===== config.mk =====
export PLATFORM = sky130hd
export DESIGN_NAME = serial_adder_param
export DESIGN_NICKNAME = d
export VERILOG_FILES = /design/src/rtl/serial_adder_pkg.sv /design/src/rtl/fa_bit_cell.sv /design/src/rtl/serial_adder_param.sv
export SDC_FILE = /design/constraint.sdc
export NUM_CORES = 1
export LEC_CHECK = 0
export CAP_MARGIN = 15
export CORE_ASPECT_RATIO = 1.5
export CORE_MARGIN = 2
export CORE_UTILIZATION = 46
export CTS_CLUSTER_DIAMETER = 120
export DETAILED_ROUTE_END_ITERATION = 16
export HOLD_SLACK_MARGIN = 0.15
export PLACE_DENSITY_LB_ADDON = 0.3
export SLEW_MARGIN = 20
export SYNTH_ARGS = -nofsm -noshare
export SYNTH_HDL_FRONTEND = slang
export SYNTH_SLANG_ARGS = --single-unit

===== constraint.sdc =====
create_clock -name i_clk -period 1.35 [get_ports i_clk]
set_clock_uncertainty 0.1 [all_clocks]
set_input_delay 0.27 -clock i_clk [delete_from_list [all_inputs] [get_ports i_clk]]
set_output_delay 0.27 -clock i_clk [all_outputs]
set_load 0.005 [all_outputs]

===== src/rtl/serial_adder_pkg.sv =====
// Shared types and sizing helpers for the bit-serial adder/subtractor.
// State encoding and step-counter width live here so the top and any future users agree.
package serial_adder_pkg;

  typedef enum logic [1:0] {
    IDLE = 2'd0,
    RUN  = 2'd1,
    DONE = 2'd2
  } state_e;

  function automatic int cnt_w(input int width);
    return $clog2(width);
  endfunction

endpackage


===== src/rtl/fa_bit_cell.sv =====
// One-bit full adder, purely combinational, zero latency; no handshake.
// It is the only arithmetic element of the serial adder.
module fa_bit_cell (
  input  logic i_a,
  input  logic i_b,
  input  logic i_c,
  output logic o_s,
  output logic o_co
);

  assign o_s  = i_a ^ i_b ^ i_c;
  assign o_co = (i_a & i_b) | (i_a & i_c) | (i_b & i_c);

endmodule


===== src/rtl/serial_adder_param.sv =====
// Bit-serial add/sub over WIDTH cycles, LSB first; o_done exactly WIDTH edges after accept.
// Backpressure: o_ready only in IDLE, i_start ignored otherwise; results held until next completion.
module serial_adder_param
  import serial_adder_pkg::*;
#(
  parameter int WIDTH = 8
) (
  input  logic             i_clk,
  input  logic             i_rst_n,
  input  logic             i_start,
  input  logic             i_sub,
  input  logic [WIDTH-1:0] i_a,
  input  logic [WIDTH-1:0] i_b,
  input  logic             i_cin,
  output logic             o_ready,
  output logic             o_busy,
  output logic             o_done,
  output logic [WIDTH-1:0] o_sum,
  output logic             o_cout,
  output logic             o_ovf
);

  localparam int CW = cnt_w(WIDTH);

  state_e           state_q, state_d;
  logic [CW-1:0]    cnt_q, cnt_d;
  logic [WIDTH-1:0] a_sh_q, a_sh_d;
  logic [WIDTH-1:0] b_sh_q, b_sh_d;
  logic [WIDTH-1:0] res_q, res_d;
  logic             carry_q, carry_d;
  logic [WIDTH-1:0] sum_q, sum_d;
  logic             cout_q, cout_d;
  logic             ovf_q, ovf_d;
  logic             done_q, done_d;

  logic fa_s;
  logic fa_co;

  fa_bit_cell u_fa (
    .i_a  (a_sh_q[0]),
    .i_b  (b_sh_q[0]),
    .i_c  (carry_q),
    .o_s  (fa_s),
    .o_co (fa_co)
  );

  always_comb begin
    state_d = state_q;
    cnt_d   = cnt_q;
    a_sh_d  = a_sh_q;
    b_sh_d  = b_sh_q;
    res_d   = res_q;
    carry_d = carry_q;
    sum_d   = sum_q;
    cout_d  = cout_q;
    ovf_d   = ovf_q;
    done_d  = 1'b0;

    case (state_q)
      IDLE: begin
        if (i_start) begin
          // Subtraction is A + ~B + 1: invert B up front and seed the carry with 1.
          a_sh_d  = i_a;
          b_sh_d  = i_sub ? ~i_b : i_b;
          carry_d = i_sub ? 1'b1 : i_cin;
          cnt_d   = '0;
          state_d = RUN;
        end
      end
      RUN: begin
        a_sh_d  = a_sh_q >> 1;
        b_sh_d  = b_sh_q >> 1;
        carry_d = fa_co;
        res_d   = {fa_s, res_q[WIDTH-1:1]};
        cnt_d   = cnt_q + CW'(1);
        if (cnt_q == CW'(WIDTH - 1)) begin
          // carry_q here is the carry into the MSB, needed for signed overflow.
          sum_d   = {fa_s, res_q[WIDTH-1:1]};
          cout_d  = fa_co;
          ovf_d   = carry_q ^ fa_co;
          done_d  = 1'b1;
          state_d = DONE;
        end
      end
      DONE: begin
        state_d = IDLE;
      end
      default: begin
        state_d = IDLE;
      end
    endcase
  end

  always_ff @(posedge i_clk) begin
    if (!i_rst_n) begin
      state_q <= IDLE;
      cnt_q   <= '0;
      a_sh_q  <= '0;
      b_sh_q  <= '0;
      res_q   <= '0;
      carry_q <= 1'b0;
      sum_q   <= '0;
      cout_q  <= 1'b0;
      ovf_q   <= 1'b0;
      done_q  <= 1'b0;
    end else begin
      state_q <= state_d;
      cnt_q   <= cnt_d;
      a_sh_q  <= a_sh_d;
      b_sh_q  <= b_sh_d;
      res_q   <= res_d;
      carry_q <= carry_d;
      sum_q   <= sum_d;
      cout_q  <= cout_d;
      ovf_q   <= ovf_d;
      done_q  <= done_d;
    end
  end

  assign o_ready = (state_q == IDLE);
  assign o_busy  = (state_q == RUN);
  assign o_done  = done_q;
  assign o_sum   = sum_q;
  assign o_cout  = cout_q;
  assign o_ovf   = ovf_q;

endmodule

==> results of run 1 <==
[routing by layer]
metal / routed length, um / up-vias / GRT usage [%]
met5: 0 / - / 0
met4: 16 / 0 / 6.75
met3: 122 / 2 / 5.58
met2: 1840 / 32 / 30.4
met1: 1490 / 680 / 22.5
li1: - / 782 / -
[cell families after synthesis]
kind of cell	after synthesis	share of synthesized area (%)
adders and majority gates	3	2.53
muxes	1	0.633
and+or+nand+nor	73	18.4
AOI/OAI and AO/OA	56	21.8
xor gates and xnor gates	9	4.43
DFF	40	45.0
buffers and inverters	18	7.24
[worst paths after layout]
kind / to / slack, ns / cells past startpoint
setup reg to reg: o_ovf$_SDFFE_PN0P_ / -0.04 / 5
hold / removal: o_sum[0]$_SDFFE_PN0P_ / 0.36 / 2
hold reg to reg: o_sum[0]$_SDFFE_PN0P_ / 0.36 / 2
setup / recovery: o_ovf$_SDFFE_PN0P_ / -0.04 / 5
[registers in the layout (all words and copies together), names as in the netlist]
register and count:
b_sh_q 8, carry_q 1, res_q 7, o_sum 8
o_ovf 1, state_q 2, o_done 1, o_cout 1
a_sh_q 8, cnt_q 3
[through the flow]
stage               TNS, ns  std cells  hold slack, ns  utilization [%]  total power [mW]
global route         -0.551        291           0.384             67.5              2.78
finish               -0.191        291           0.363             67.5              2.65
detailed placement    -5.04        282           0.347             60.7              1.62
floorplan                 0        200           0.332                -              1.49
CTS                  -0.164        290           0.353             65.6              2.67
global placement      -4.56        282           0.341             60.7              1.61
[critical path, cell delays in order, from the launching register on]
cell	delay, ns
dfxtp_4	0.36
ha_4	0.16
ha_4	0.15
and3b_2	0.23
buf_12	0.14
a211oi_2	0.16
[cell type report]
cell class / instances / area [um^2] / share of cell area [%]
clock buffer: 7 / 96.3 / 3.88
clock inverter: 1 / 30.0 / 1.21
inverter: 3 / 16.3 / 0.655
multi-input combinational: 142 / 958 / 38.6
sequential: 40 / 818 / 32.9
tap: 43 / 53.8 / 2.17
timing repair buffer: 55 / 512 / 20.6
[timing repair]
action | 4_1_cts | 5_1_grt
gates resized for setup | 45 | 19
hold buffers | 0 | 0
buffers inserted | 0 | 1
setup endpoints to repair | 24 | 21
cloned | 0 | 0
endpoints found under the hold margin | 0 | 0
pin swaps | 3 | 3
[cell usage in the layout (no fill, tap or decap), drive strengths merged, types with 2 or more instances in the layout]
master          n
nand2          42
dfxtp          40
buf            24
a21oi          23
clkdlybuf4s50  20
nor2           17
dlygate4sd2    11
a22oi          10
o21ai          10
nor2b           8
xor2            8
o221a           7
clkbuf          7
inv             3
ha              2
a211oi          2
[power breakdown]
group	switching [mW]	total (mW)	internal, mW
clock network	0.400	1.05	0.652
logic	0.150	0.332	0.183
registers	0.0402	1.27	1.23
==> impl_results.md, run 1 <==
* Synth cell types at 37
* Worst skew pair latency at 0.29 ns
* DR vias at 1496
* CP Data Arrival Time at 1.50 ns
* Pwr/cell area at 1070 mW/mm^2
* Ratio of cells with drive above 1 in the final layout at 33.1%
* CP endpoint kind: register
* Slew Viols, Final at 0
* Leak Pwr at 1.01 nW
* Max-cap violations at 0
* Cell Area, Synth at 0.00178 mm^2
* Hold/Removal Path Class: reg2reg
* Max FO, Critical Path at 6
* Root Driver: clkbuf_8
* Gr usage total at 18.7%
* Status: finished with violations
* I/O Buffers at 33
* Syn Inst Count at 200
* Post-synth EDFFs at 0
* CP startpoint: cnt_q[0]$_SDFFE_PN0P_
* Die area at 0.00439 mm^2
* Post-route DRC at 0
* Reg-to-Reg Start: cnt_q[0]$_SDFFE_PN0P_
* Layout area overhead at 39.7%
* Row cnt at 27
* CTS H-tree depth at 2
* Starting density of the core at 48.3%
* Maximum VDD drop at 1080 uV
* Post-DP Area at 0.00223 mm^2
* Final ANT Viol Nets at 0
* Core Region at 0.00368 mm^2
* Iteration-0 DRC Markers at 24
* Chip height at 80.2 um
* # setup viols final at 10
* Initial antenna violation count at 0
* Num CTS Buffers at 5
* WL per Instance at 11.9 um
* WP data required at 1.46 ns
* CP startpoint kind: register
* Vias in the first global route at 1418
* Final worst slack at -0.0398 ns
* # fillers at 312
* Worst-path clk slew at 0.08 ns
* Synth warn at 0
* Share of the synthesized area in the top cell type at 45.0%
* Drt first pass iters at 4
* Setup slack at placement at -0.224 ns
* Routed wire length at 3470 um
* IO Pins at 34
* Largest net degree at the start of global routing at 20
* Avg Inst Size Synth at 8.90 um^2
* Setup Crit Path Kind: reg2reg
* Post-synthesis sequential area ratio at 45.0%
* Fin nets at 271
* Via-to-Cell Ratio at 5.14
* Synth Register Bits at 40
* Most numerous cell in the Yosys netlist: nand2_1
* Asr flop ratio synth at 0%
* Die Wd at 54.8 um
* Fmax at 720 MHz
* Top FF cell, synth: dfxtp_1
* Failing checks: negative setup slack
* CTS tree: done
* Routability Congestion at 0.741
* Min-delay src: o_sum[0]$_SDFFE_PN0P_
* Yosys top cell by area: dfxtp_1
* First-pass GRT wire length at 6070 um
* Max_slew headroom at 82.3%
* Synth cell count leaders: nand2_1 (42), dfxtp_1 (40), a21oi_1 (23)
* ANT cells at 0
* Final worst path period need at 1.39 ns
* RSZ-0062 raised after global routing: true
* Global route total overflow at 0
* Part of the cycle the worst path needs at 103%
* Worst-Margin Slew at 0.265 ns
* Synth area leaders: dfxtp_1 (45%), nand2_1 (8.9%), a21oi_1 (6.5%)
* Final hold violation count at 0
* Maximum clock insertion buffer count at 2
* Clock Sinks at 40
* Synthesized Nets at 224
* Post-detail-place hpwl at 2480 um
* Final instance area at 0.00248 mm^2
Power figures use the tool's default switching activity.
==> run 2, diff against run 1 <==
Settings changed: MAX_ROUTING_LAYER set to met4.
==> run 2 against run 1 <==
Against the previous run: the run still ends with negative setup slack left; non-clock buffer count is the same; wire length is the same; die area is the same; final area is the same; maximum frequency is the same; setup slack is the same; flip-flop and latch count is the same; largest power group unchanged; utilization is the same; final cell count is the same; critical path type unchanged; critical path depth is the same.
==> impl_results.md, run 2 (same netlist as run 1, synthesis figures left out) <==
* Slowest cell on crit path: dfxtp_4
* DR vias at 1496
* Final hold violation count at 0
* Max-cap violations at 0
* Failing checks: negative setup slack
* Commonest non-fill, non-tap cells in the layout: nand2_1 (34), dfxtp_1 (30), clkdlybuf4s50_1 (20)
* # setup viols final at 10
* Reg-to-Reg Start: cnt_q[0]$_SDFFE_PN0P_
* Number of buffers and inverters on the critical path at 1
* Part of the cycle the worst path needs at 103%
* Final Core Density at 67.5%
* Drt first pass iters at 4
* Fmax at 720 MHz
* Maximum clock insertion buffer count at 2
* CP endpoint kind: register
* Switching Fraction at 22.2%
* Clock power share at 39.6%
* Cell Int Power at 2.07 mW
* Maximum VDD drop at 1080 uV
* Clock Sinks at 40
* Hold/Removal Path Class: reg2reg
* Core Region at 0.00368 mm^2
* Max_slew headroom at 82.3%
* Post-DP Area at 0.00223 mm^2
* Status: finished with violations
* CP startpoint: cnt_q[0]$_SDFFE_PN0P_
* Via-to-Cell Ratio at 5.14
* I/O Buffers at 33
* Starting density of the core at 48.3%
* Slew Viols, Final at 0
* CP most frequent cell: ha_4
* Final worst slack at -0.0398 ns
* Reg power frac at 47.9%
* Routability Congestion at 0.750
* Largest net degree at the start of global routing at 20
* Chip height at 80.2 um
* Leak Pwr at 1.01 nW
* Routed wire length at 3470 um
* Pwr/cell area at 1070 mW/mm^2
* CP Data Arrival Time at 1.50 ns
* Final instance area at 0.00248 mm^2
* Final ANT Viol Nets at 0
* Gr usage total at 19.2%
* Register Area at 818 um^2
* Iteration-0 DRC Markers at 27
* Stages on the worst setup path at 5
* Row cnt at 27
* Setup Crit Path Kind: reg2reg
* Min-delay src: o_sum[0]$_SDFFE_PN0P_
* Comb pwr share at 12.5%
* Worst Reg2Reg Path Length in Cells at 5
* Post-route DRC at 0
* Most common cell after layout, fill and taps aside: nand2_1
* Fin nets at 271
* WL per Instance at 11.9 um
* Vias in the first global route at 1418
* Worst hold path depth at 2
* Die area at 0.00439 mm^2
* First-pass GRT wire length at 6070 um
* Post-detail-place hpwl at 2480 um
* Num CTS Buffers at 5
* Layout area overhead at 39.7%
* RSZ-0062 raised after global routing: true
* Cell family with most CP delay: flip-flops
* Final worst path period need at 1.39 ns
* Worst skew pair latency at 0.29 ns
* Worst-Margin Slew at 0.265 ns
* Global route total overflow at 0
* CTS H-tree depth at 2
* CP startpoint kind: register
* Net Sw Power at 590 uW
* Ratio of cells with drive above 1 in the final layout at 33.1%
* CTS tree: done
* IO Pins at 34
* Multi-input gate area at 958 um^2
* Root Driver: clkbuf_8
* Worst-path cell chain: ha_4 > ha_4 > and3b_2 > buf_12 > a211oi_2
* Die Wd at 54.8 um
* # fillers at 312
* Max FO, Critical Path at 6
* Initial antenna violation count at 0
* Max incr delay on CP at 0.36 ns
* Worst-path clk slew at 0.08 ns
* WP data required at 1.46 ns
* ANT cells at 0
run 2: cell counts in the layout (fill, tap and decap cells not counted):
No cell type changed its count.
run 2: final timing paths:
path                            slack, ns                    end
worst min-delay path                 0.36  o_sum[0]$_SDFFE_PN0P_
worst max-delay path                -0.04     o_ovf$_SDFFE_PN0P_
worst max register to register      -0.04     o_ovf$_SDFFE_PN0P_
worst min register to register       0.36  o_sum[0]$_SDFFE_PN0P_
run 2: metal layers:
metal | track usage [%] | wire, um
met5 | - | 0
met4 | 6.75 | 16
met3 | 5.58 | 122
met2 | 30.4 | 1840
met1 | 22.5 | 1490
run 2: final cells by class:
| cell class | instances | area share, % |
|---|---|---|
| Clock inverter | 1 | 1.21 |
| Inverter | 3 | 0.655 |
| Clock buffer | 7 | 3.88 |
| Timing Repair Buffer | 55 | 20.6 |
| Multi-Input combinational cell | 142 | 38.6 |
| Sequential cell | 40 | 32.9 |
| Tap cell | 43 | 2.17 |
run 2: through the flow:
stage	hold WS (ns)	setup WS, ns	power [mW]	TNS, ns	instances
2_1_floorplan	0.332	0.0143	1.49	0	200
3_3_place_gp	0.341	-0.187	1.61	-4.56	282
3_5_place_dp	0.347	-0.224	1.62	-5.04	282
4_1_cts	0.353	-0.0454	2.67	-0.164	290
5_1_grt	0.384	-0.0737	2.78	-0.551	291
6_report	0.363	-0.0398	2.65	-0.191	291
run 2: power by group through the flow:
stage	clock network (mW)	logic, mW	registers (mW)
after floorplan	0	0.210	1.28
final	1.05	0.332	1.27
after CTS	1.07	0.326	1.27
after global routing	1.13	0.374	1.28
after global placement	0	0.319	1.29
after detailed placement	0	0.325	1.29
run 2: timing repair:
action                     CTS  global route
pin swaps                    3             3
gates resized for setup     45            19
hold buffers                 0             0
buffers inserted             0             1
setup endpoints to repair   24            21
run 2: worst register-to-register path: stages, from the launching register on:
cell and delay (ns):
dfxtp_4 0.36, ha_4 0.16, ha_4 0.15, and3b_2 0.23
buf_12 0.14, a211oi_2 0.16
==> run 3, diff against run 2 <==
Settings changed: PLACE_DENSITY set to 0.8, PLACE_DENSITY_LB_ADDON 0.3 to unset, SKIP_LAST_GASP set to 1.
==> run 3 against run 2 <==
Against the previous run: the flow now finishes without violations; worst hold slack got worse by 0.013 ns; clock power down 6%; combinational power increased by 5%; global-route usage up 0.54 points; non-clock buffer count shrank 3; sequential power hardly changed; wire length grew 8.4%; total power down 1.9%; clock-buffer cell count decreased by 2; critical endpoint is now o_ready; largest cell class unchanged; highest routed layer unchanged.
==> impl_results.md, run 3 (same netlist as run 1, synthesis figures left out) <==
* CP startpoint kind: register
* I/O Buffers at 33
* Layout area overhead at 35.9%
* Worst-Margin Slew at 0.223 ns
* Hold-fix buffers at CTS at 0
* Routed wire length at 3760 um
* CP endpoint kind: primary output
* Post-route DRC at 0
* Clock Sinks at 40
* Core Region at 0.00368 mm^2
* Max_slew headroom at 85.1%
* Global route total overflow at 0
* CP startpoint: state_q[1]$_SDFFE_PN0P_
* Ratio of cells with drive above 1 in the final layout at 28.7%
* Net Sw Power at 630 uW
* Hold/Removal Path Class: reg2reg
* Final worst slack at 0.0292 ns
* CTS H-tree depth at 2
* Comb pwr share at 13.3%
* Maximum clock insertion buffer count at 2
* Die area at 0.00439 mm^2
* Post-detail-place hpwl at 2510 um
* Iteration-0 DRC Markers at 30
* Gr usage total at 19.7%
* Leak Pwr at 0.960 nW
* Num CTS Buffers at 5
* Fin nets at 270
* Largest net degree at the start of global routing at 18
* # fillers at 285
* Clock power share at 38.0%
* Fin Hold WS at 0.350 ns
* Row cnt at 27
* WP data required at 0.98 ns
* Starting density of the core at 48.3%
* First-pass GRT wire length at 6160 um
* Final ANT Viol Nets at 0
* Slew Viols, Final at 0
* CP Data Arrival Time at 0.95 ns
* Most common cell after layout, fill and taps aside: nand2_1
* Cell Int Power at 1.98 mW
* Reg power frac at 48.7%
* Max FO, Critical Path at 6
* Root Driver: clkbuf_8
* Switching Fraction at 24.2%
* Dpl cells at 279
* Routability Congestion at 0.719
* Setup slack at placement at -0.270 ns
* # setup viols final at 0
* Commonest non-fill, non-tap cells in the layout: nand2_1 (42), dfxtp_1 (26), a21oi_1 (21)
* Initial antenna violation count at 0
* ANT cells at 0
* Fmax at 757 MHz
* Status: completed
* RSZ-0062 raised after global routing: true
* Maximum VDD drop at 851 uV
* IO Pins at 34
* Via-to-Cell Ratio at 5.29
* Die Wd at 54.8 um
* Final Core Density at 65.7%
* WL per Instance at 13.0 um
* Drt first pass iters at 6
* Final hold violation count at 0
* Fin cells at 290
* CTS tree: done
* DR vias at 1535
* Max-cap violations at 0
* Setup Crit Path Kind: reg2out
* Part of the cycle the worst path needs at 97.8%
* Min-delay src: o_cout$_SDFFE_PN0P_
* Chip height at 80.2 um
* Pwr/cell area at 1080 mW/mm^2
* Reg-to-Reg Start: state_q[0]$_SDFFE_PN0P_
* Final worst path period need at 1.32 ns
* Vias in the first global route at 1418
* Worst-path clk slew at 0.08 ns
* Worst skew pair latency at 0.30 ns
run 3: cell types whose count changed in the layout (fill, tap and decap cells not counted), sizes merged:
cell    previous run  this run
and3b              1         2
buf               24        20
clkbuf             7         6
clkinv             0         2
o21bai             1         2
run 3: per-layer routing:
layer / vias to the layer above / wire, um / global-route usage, %
li1: 784 / - / -
met3: 7 / 100 / 3.35
met2: 31 / 2030 / 32.3
met5: - / 0 / -
met1: 713 / 1550 / 22.3
met4: 0 / 80 / 9.75
run 3: through the flow:
step / setup TNS [ns] / area (um^2) / power [mW]
floorplan: 0 / 1780 / 1.49
global placement: -6.28 / 2210 / 1.61
detailed placement: -7.21 / 2210 / 1.62
CTS: -0.252 / 2360 / 2.60
global route: -0.153 / 2420 / 2.70
finish: 0 / 2420 / 2.61
run 3: critical path: stages, from the launching register on:
cell and delay [ns]:
dfxtp_2 0.33, buf_6 0.12, nor2_2 0.09, clkbuf_2 0.11
run 3: path summary, 6_finish.rpt:
kind                              end  slack [ns]  depth (start not counted)
hold reg to reg   o_cout$_SDFFE_PN0P_        0.35                          2
setup reg to reg   o_ovf$_SDFFE_PN0P_        0.03                          4
hold / removal    o_cout$_SDFFE_PN0P_        0.35                          2
setup / recovery              o_ready        0.03                          3
run 3: power by group through the flow:
stage	sequential, mW	combinational [mW]	clock [mW]
CTS	1.26	0.337	0.998
finish	1.27	0.348	0.989
global route	1.28	0.383	1.04
detailed placement	1.29	0.333	0
floorplan	1.28	0.210	0
global placement	1.29	0.326	0
run 3: final cells by class:
type	count	area (um^2)	share of cell area, %
Inverter	3	16.3	0.673
Timing Repair Buffer	52	482	19.9
Multi-Input combinational cell	144	932	38.5
Tap cell	43	53.8	2.22
Clock buffer	5	68.8	2.85
Clock inverter	3	47.5	1.97
Sequential cell	40	818	33.8
run 3: timing repair:
item	in CTS	in global routing
pin swaps	1	5
resized for setup	34	15
buffers inserted	1	0
endpoints found under the setup margin	31	29
cloned	1	1
